### src/rtl/alarm_clock_pkg.sv
// Shared definitions for the alarm clock: time field width, field limits and
// the time-keeper state encoding that also serves as the edit_field decode.
package alarm_clock_pkg;

    localparam int unsigned TIME_W = 6;

    localparam logic [TIME_W-1:0] HOURS_MAX = 6'd23;
    localparam logic [TIME_W-1:0] MINS_MAX  = 6'd59;
    localparam logic [TIME_W-1:0] SECS_MAX  = 6'd59;

    typedef enum logic [1:0] {
        ST_RUN      = 2'b00,
        ST_SET_HOUR = 2'b01,
        ST_SET_MIN  = 2'b10
    } state_t;

    function automatic logic [TIME_W-1:0] wrap_inc(input logic [TIME_W-1:0] value,
                                                   input logic [TIME_W-1:0] max);
        return (value == max) ? '0 : value + TIME_W'(1);
    endfunction

endpackage

### src/rtl/btn_sync_edge.sv
// Two-flop synchronizer followed by a rising-edge detector; a held button
// produces exactly one single-cycle pulse.
module btn_sync_edge (
    input  logic clk,
    input  logic reset_n,
    input  logic btn,
    output logic pulse
);

    logic sync_q1;
    logic sync_q2;
    logic prev_q;

    always_ff @(posedge clk or negedge reset_n) begin
        if (!reset_n) begin
            sync_q1 <= 1'b0;
            sync_q2 <= 1'b0;
            prev_q  <= 1'b0;
        end else begin
            sync_q1 <= btn;
            sync_q2 <= sync_q1;
            prev_q  <= sync_q2;
        end
    end

    assign pulse = sync_q2 & ~prev_q;

endmodule

### src/rtl/time_keeper.sv
// 24-hour time-of-day counter with a 1 Hz prescaler and a push-button set mode
// for editing the hour and minute fields.
module time_keeper
    import alarm_clock_pkg::*;
#(
    parameter int unsigned CLK_DIV    = 100000000,
    parameter int unsigned RESET_HOUR = 0,
    parameter int unsigned RESET_MIN  = 0
) (
    input  logic              clk,
    input  logic              reset_n,
    input  logic              set_en,
    input  logic              btn_sel,
    input  logic              btn_inc,
    output logic [TIME_W-1:0] hour_out,
    output logic [TIME_W-1:0] min_out,
    output logic [TIME_W-1:0] sec_out,
    output logic              sec_tick,
    output logic [1:0]        edit_field
);

    localparam int unsigned PW = $clog2(CLK_DIV);

    logic          set_q1;
    logic          set_s;
    logic          sel_p;
    logic          inc_p;
    logic [PW-1:0] presc;
    state_t        state;
    state_t        state_next;
    logic          tick_due;
    logic          run_stay;
    logic [1:0]    edit_next;

    btn_sync_edge u_sel (
        .clk     (clk),
        .reset_n (reset_n),
        .btn     (btn_sel),
        .pulse   (sel_p)
    );

    btn_sync_edge u_inc (
        .clk     (clk),
        .reset_n (reset_n),
        .btn     (btn_inc),
        .pulse   (inc_p)
    );

    always_ff @(posedge clk or negedge reset_n) begin
        if (!reset_n) begin
            set_q1 <= 1'b0;
            set_s  <= 1'b0;
        end else begin
            set_q1 <= set_en;
            set_s  <= set_q1;
        end
    end

    always_ff @(posedge clk or negedge reset_n) begin
        if (!reset_n) begin
            state <= ST_RUN;
        end else begin
            state <= state_next;
        end
    end

    always_comb begin
        state_next = state;
        unique case (state)
            ST_RUN: begin
                if (set_s) state_next = ST_SET_HOUR;
            end
            ST_SET_HOUR: begin
                if (!set_s)     state_next = ST_RUN;
                else if (sel_p) state_next = ST_SET_MIN;
            end
            ST_SET_MIN: begin
                if (!set_s)     state_next = ST_RUN;
                else if (sel_p) state_next = ST_SET_HOUR;
            end
            default: state_next = ST_RUN;
        endcase
    end

    // A tick only fires when RUN persists, so entering set mode suppresses it.
    always_comb begin
        run_stay = (state == ST_RUN) && (state_next == ST_RUN);
        tick_due = run_stay && (presc == PW'(CLK_DIV - 1));
        edit_next = 2'b00;
        unique case (state_next)
            ST_SET_HOUR: edit_next = 2'b01;
            ST_SET_MIN:  edit_next = 2'b10;
            default:     edit_next = 2'b00;
        endcase
    end

    always_ff @(posedge clk or negedge reset_n) begin
        if (!reset_n) begin
            presc      <= '0;
            sec_tick   <= 1'b0;
            edit_field <= 2'b00;
            hour_out   <= TIME_W'(RESET_HOUR);
            min_out    <= TIME_W'(RESET_MIN);
            sec_out    <= '0;
        end else begin
            sec_tick   <= tick_due;
            edit_field <= edit_next;

            if (!run_stay || tick_due) begin
                presc <= '0;
            end else begin
                presc <= presc + PW'(1);
            end

            if (state == ST_RUN && state_next == ST_SET_HOUR) begin
                sec_out <= '0;
            end else if (tick_due) begin
                sec_out <= wrap_inc(sec_out, SECS_MAX);
                if (sec_out == SECS_MAX) begin
                    min_out <= wrap_inc(min_out, MINS_MAX);
                    if (min_out == MINS_MAX) begin
                        hour_out <= wrap_inc(hour_out, HOURS_MAX);
                    end
                end
            end else if (inc_p) begin
                // Increment targets the field of the current state, before any sel toggle.
                if (state == ST_SET_HOUR) begin
                    hour_out <= wrap_inc(hour_out, HOURS_MAX);
                end else if (state == ST_SET_MIN) begin
                    min_out <= wrap_inc(min_out, MINS_MAX);
                end
            end
        end
    end

endmodule

### config.mk
export PLATFORM = sky130hd
export DESIGN_NAME = time_keeper
export DESIGN_NICKNAME = d
export VERILOG_FILES = /design/src/rtl/alarm_clock_pkg.sv /design/src/rtl/btn_sync_edge.sv /design/src/rtl/time_keeper.sv
export SDC_FILE = /design/constraint.sdc
export NUM_CORES = 1
export LEC_CHECK = 0
export CAP_MARGIN = 40
export CORE_ASPECT_RATIO = 1.25
export CORE_MARGIN = 2
export CORE_UTILIZATION = 55
export CTS_CLUSTER_DIAMETER = 80
export DETAILED_ROUTE_END_ITERATION = 7
export HOLD_SLACK_MARGIN = 0.08
export MAX_ROUTING_LAYER = met4
export PLACE_DENSITY = 0.88
export SLEW_MARGIN = 30
export SYNTH_ARGS = -nofsm -noshare
export SYNTH_HDL_FRONTEND = slang
export SYNTH_SLANG_ARGS = --single-unit
### constraint.sdc
create_clock -name clk -period 4.5 [get_ports clk]
set_clock_uncertainty 0.2 [all_clocks]
set_input_delay 0.9 -clock clk [delete_from_list [all_inputs] [get_ports clk]]
set_output_delay 0.9 -clock clk [all_outputs]
set_load 0.03 [all_outputs]
======== Word level (Yosys, flattened, before mapping) ========
Cells that the tools add are included.
storage, ports and cells
  flip-flop bits (word level) ............. 58
  output and inout bits ................... 21
  input bits .............................. 5
  word-level logic and storage cells ...... 71
operators by class
  multiplexer cells ....................... 23
  $add $sub $neg .......................... 4
  bitwise logic cells ..................... 5
  reductions and logical operators ........ 13
  equal/unequal tests ..................... 11
operator list
  operator                                             number
  two-way mux 6 bit                                    15
  adder 27 x 1 -> 27 bit, second input constant        1
  equality test 27 bit, second input constant          1
  two-way mux 27 bit                                   1
  adder 6 x 1 -> 6 bit, second input constant          3
  equality test 6 bit, second input constant           2
  two-way mux 2 bit                                    5
  AND reduction 5 bit                                  2
  nonzero test 2 bit                                   4
  equality test 6 x 5 -> 1 bit, second input constant  1
  one-hot mux 2 bit (3 select lines)                   1
  equality test 2 x 1 -> 1 bit, second input constant  2
  equality test 2 bit, second input constant           2
  logical NOT 2 bit                                    2
  != test 2 x 1 -> 1 bit, second input constant        2
  one-hot mux 2 bit (2 select lines)                   1
  logical AND 1 bit                                    3
  inverter 1 bit                                       3
  bitwise AND 1 bit                                    2
  != test 2 bit, second input constant                 1
  logical NOT 1 bit                                    1
  logical OR 1 bit                                     1

======== Logic depth before layout (Yosys ltp) ========
  depth in word-level cells ............... 10
  depth in mapped cells ................... 8
  mapped depth without buffers ............ 6

======== Hierarchy ========
Synthesis repeated with hierarchy kept, for this count alone.
unflattened totals
  cell total of the unflattened synthesis .. 258
  area, all modules ....................... 2,826.5 sq um
by module, submodules not included
  module         area each (sq um)  cells an instance  seq. area each (sq um)  times used
  time_keeper    2,648.8            250                1,301.2                 1
  btn_sync_edge  88.8               4                  75.1                    2

======== Least setup slack after synthesis ========
Ideal clock, no wire load.
  path kind ............................... flip-flop to flip-flop
  from .................................... reg presc[19]
  to ...................................... reg hour_out[3]
  period minus slack after synthesis ...... 2,680 ps
  library setup time ...................... 127 ps
  buffers on the path ..................... 0
  slack ................................... 1,820 ps
  data arrival time ....................... 2,352 ps
  stages on the path, launching flop included .. 6
  data required time ...................... 4,173 ps
  cell sequence ........................... dfrtp_1 or4_1 or4_4 or4_4 nand2_1 mux2_1
between the ends
  word-level cells in the longest chain between the ends .. 4
  elaborated cells on any way between the ends .. 8
  those cells by class .................... eq/ne (3); mux (1); reduce/logical (4)
RTL lines
  item                                                                    line                RTL
  start, declared                                                         time_keeper.sv:28   logic [PW-1:0] presc;
  start signal, assigned                                                  time_keeper.sv:112  presc <= presc + PW'(1);
  equality test 27 bit (*)                                                time_keeper.sv:88   tick_due = run_stay && (presc == PW'(CLK_DIV - 1));
  logical AND 1 bit (*)                                                   time_keeper.sv:88
  != test 2 x 1 -> 1 bit (no line) or nonzero test 2 bit (tied branches)  --
  AND reduction 5 bit (no line)                                           --
  end signal, assigned                                                    time_keeper.sv:102  hour_out <= TIME_W'(RESET_HOUR);
  end signal, assigned                                                    time_keeper.sv:122  hour_out <= wrap_inc(hour_out, HOURS_MAX);
  end signal, assigned                                                    time_keeper.sv:128  hour_out <= wrap_inc(hour_out, HOURS_MAX);
  end, declared                                                           time_keeper.sv:15   output logic [TIME_W-1:0] hour_out,
Mark *: on every way between the ends. The rest lies on a longest branch, timed or not.
A chain may end at the register's enable or synchronous reset.

======== Worst setup path in the final report ========
  from .................................... reg presc[19]
  to ...................................... reg min_out[1]
between the ends
  word-level cells in the longest chain between the ends .. 4
  elaborated cells on any way between the ends .. 8
  those cells by class .................... eq/ne (3); mux (1); reduce/logical (4)
RTL lines
  item                                                   line                RTL
  equality test 27 bit (*)                               time_keeper.sv:88
  logical AND 1 bit (*)                                  time_keeper.sv:88
  != test 2 bit (no line), or another cell as far along  --
  AND reduction 5 bit (no line)                          --
  end signal, assigned                                   time_keeper.sv:103  min_out <= TIME_W'(RESET_MIN);
  end signal, assigned                                   time_keeper.sv:120  min_out <= wrap_inc(min_out, MINS_MAX);
  end signal, assigned                                   time_keeper.sv:130  min_out <= wrap_inc(min_out, MINS_MAX);
  end, declared                                          time_keeper.sv:16   output logic [TIME_W-1:0] min_out,
Marks and branches as above.

==> results.json <==
{
  "synth_top_area_share_pct": 52.3,
  "die_y_um": 83.5,
  "reg2reg_to": "min_out[1]",
  "clk_path_buf_depth": 2,
  "relSlewSlack_pct": 46.0,
  "hp-start": "u_inc.sync_q1",
  "worst_pin_slew_ns": 0.799,
  "clockRootBuffer": "clkbuf_8",
  "ant_nets": 0,
  "highest_layer": "met4",
  "layout.nets": 317,
  "rr_startpoint": "presc[19]",
  "worstRegToRegCells": 5,
  "buffer_ports.inserted": 25,
  "wl_met3_um": 285,
  "die-area_sq_um": 5640,
  "cp_top_family": "simple AND/OR/NAND/NOR gates",
  "grt_pass1_vias": 2179,
  "pwr-share-seq_pct": 44.8,
  "drt_iter0_drc": 161,
  "fmax_mhz": 354,
  "max-vdd-ir-drop_v": 0.000217,
  "rows": 28,
  "clock_sinks": 58,
  "swShare_pct": 28.1,
  "drc": 0,
  "crit_path_end_kind": "register",
  "crit_required_ns": 4.53,
  "power.leakage_nw": 1.41,
  "num-fill-cells": 331,
  "drv_cap": 0,
  "post_cts_resized": 0,
  "layout_setup_ws_ns": 1.68,
  "syn_to_final_growth_pct": 21.1,
  "htree_levels": 3,
  "grt.total_usage_pct": 23.6,
  "powerDensity_nw_per_um2": 389,
  "clk-insertion-delay-late_ns": 0.35,
  "slowest_delay_ns": 0.56,
  "crit_slowest_cell": "or4_4",
  "synth_area_sq_um": 2780,
  "rsz0062_at_grt": "false",
  "setup_viol": 0,
  "coreArea_sq_um": 4800,
  "outcome": "finished, final reports clean",
  "synth_warnings": 0,
  "avgRoutedWirePerCell_um": 16.1,
  "slew_violations": 0,
  "place_ws_ns": 1.48,
  "place.gp.congestion": 0.786,
  "finalPower_mw": 1.31,
  "io_pins": 26,
  "ys_ff_latch": 58,
  "crit_type": "register to register",
  "whs_endpoint": "u_inc.sync_q2",
  "hold_violations": 0,
  "vias": 2241,
  "drt-met1-wl_um": 2400,
  "reg2reg_slack_ns": 1.68,
  "synth.largest_area_cell": "dfrtp_1",
  "synth_area_leaders": "dfrtp_1 (52%), xor2_1 (6.3%), nor2_1 (5.4%)",
  "min_path_cells": 0,
  "seq_area_frac_synth_pct": 52.3,
  "clkPwrFrac_pct": 41.3,
  "cts_buffers": 9,
  "synth_ff_type": "dfrtp_1",
  "synth_edf_count": 0,
  "drive_above_1_share_pct": 11.8,
  "via_per_inst": 6.01,
  "syn-num-nets": 281,
  "die_w_um": 67.6,
  "ys_types": 43,
  "p_int_mw": 0.941,
  "start_util_pct": 57.9,
  "fin_tns_setup_ns": 0,
  "cts_setup_buffers": 0,
  "grt_max_degree": 27,
  "cts_hold_buffers": 0,
  "pwr-share-comb_pct": 13.9,
  "synth_cells": 272,
  "antenna_cells": 0,
  "min_period_ns": 2.82,
  "grt_pass1_wl_um": 9910,
  "antenna_found_initial": 0,
  "worstPathCellList": "or4_1 -> or4_4 -> nor4_2 -> nor2_1 -> mux2_2",
  "avgSynthCellArea_sq_um": 10.2,
  "cts.clk_slew.worst_paths_ns": 0.08,
  "fin_crit_sh_pct": 62.7,
  "dp.final_hpwl_um": 4090,
  "routed_wl_um": 6010,
  "cts_tree": "built",
  "grt-ovfl-total": 0,
  "path_max_fanout": 6,
  "path_buf_inv": 0,
  "met2RoutedLength_um": 3170,
  "start_kind": "register",
  "cp.arrival_ns": 2.86,
  "power.switching_mw": 0.367,
  "first_pass_iters": 4,
  "holdCritPathClass": "register to register",
  "ys_async_sr_fraction_pct": 100
}
==> stage by stage <==
step,util (%),hold WS [ns],cells,cell area (sq um)
after floorplan,-,0.131,272,2780
after global placement,64.4,0.133,354,3090
after detailed placement,65.1,0.136,356,3120
after CTS,69.8,0.145,372,3350
after global routing,70.1,0.150,373,3360
final,70.1,0.138,373,3360
==> worst max-delay path by stage <==
stage	end	slack, ns	from	cells after the start
2_1_floorplan	hour_out[3]	1.82	presc[19]	5
3_3_place_gp	presc[5]	1.61	presc[19]	5
3_5_place_dp	presc[2]	1.48	presc[19]	5
4_1_cts	presc[2]	1.48	presc[11]	5
5_1_grt	min_out[1]	1.55	presc[0]	6
6_report	min_out[1]	1.68	presc[19]	5
==> power by group through the flow <==
stage | clock network [mW] | registers (mW) | logic, mW
floorplan | 0 | 0.632 | 0.0583
global placement | 0 | 0.594 | 0.171
detailed placement | 0 | 0.595 | 0.180
CTS | 0.548 | 0.586 | 0.181
global route | 0.574 | 0.592 | 0.197
finish | 0.540 | 0.586 | 0.182
==> kinds of logic after synthesis <==
group / count (synthesis) / share of synthesized area (%)
adder cells (fa/ha/maj): 4 / 1.80
multiplexers: 6 / 2.43
flip-flops: 58 / 52.3
buffers and inverters: 14 / 1.98
XOR/XNOR: 28 / 8.83
AO/OA/AOI/OAI: 31 / 7.57
AND/OR/NAND/NOR: 131 / 25.1
==> sequential cells by signal, summed over array words and instances, names as in the netlist, 2 cells and up <==
register	count
presc	27
hour_out	6
min_out	6
sec_out	6
edit_field	2
state	2
==> synthesized netlist by cell type (4+ instances only) <==
master / count
dfrtp_1: 58
nor2_1: 40
nand3_1: 25
xor2_1: 20
nand2_1: 13
nand4_1: 12
inv_1: 9
o21ai_0: 9
nor3_1: 8
xnor2_1: 8
a21oi_1: 6
and3_1: 6
mux2_2: 5
ha_1: 4
o2bb2ai_1: 4
==> cell type report <==
type	instances	area (sq um)	area share, %
Sequential cell	58	1450	43.2
Multi-Input combinational cell	200	1270	37.8
Timing Repair Buffer	30	307	9.11
Clock buffer	9	124	3.68
Clock inverter	7	101	3.01
Tap cell	60	75.1	2.23
Inverter	9	33.8	1.00
==> routing by layer <==
layer  vias up  GRT usage (%)
met5         -              -
met3        14           5.80
met2        81           37.6
met1      1104           27.3
met4         0           11.5
li1       1042              -
==> worst register-to-register path, cell delays in order (launching register included) <==
cell and delay, ns:
dfrtp_1 0.41, or4_1 0.53, or4_4 0.56, nor4_2 0.52, nor2_1 0.19, mux2_2 0.31
==> cell usage in the layout, fill, tap and decap left out, drive strengths merged, types with 6 or more instances in the layout <==
cell and count:
clkbuf 9, dfrtp 58, inv 10, clkdlybuf4s50 24, and3 6, mux2 6, o21ai 10, nor3 8
nand4 12, nor2 40, a21oi 6, xnor2 8, nand3 25, xor2 20, nand2 13
Note: power is estimated with default switching activity, not from simulation.
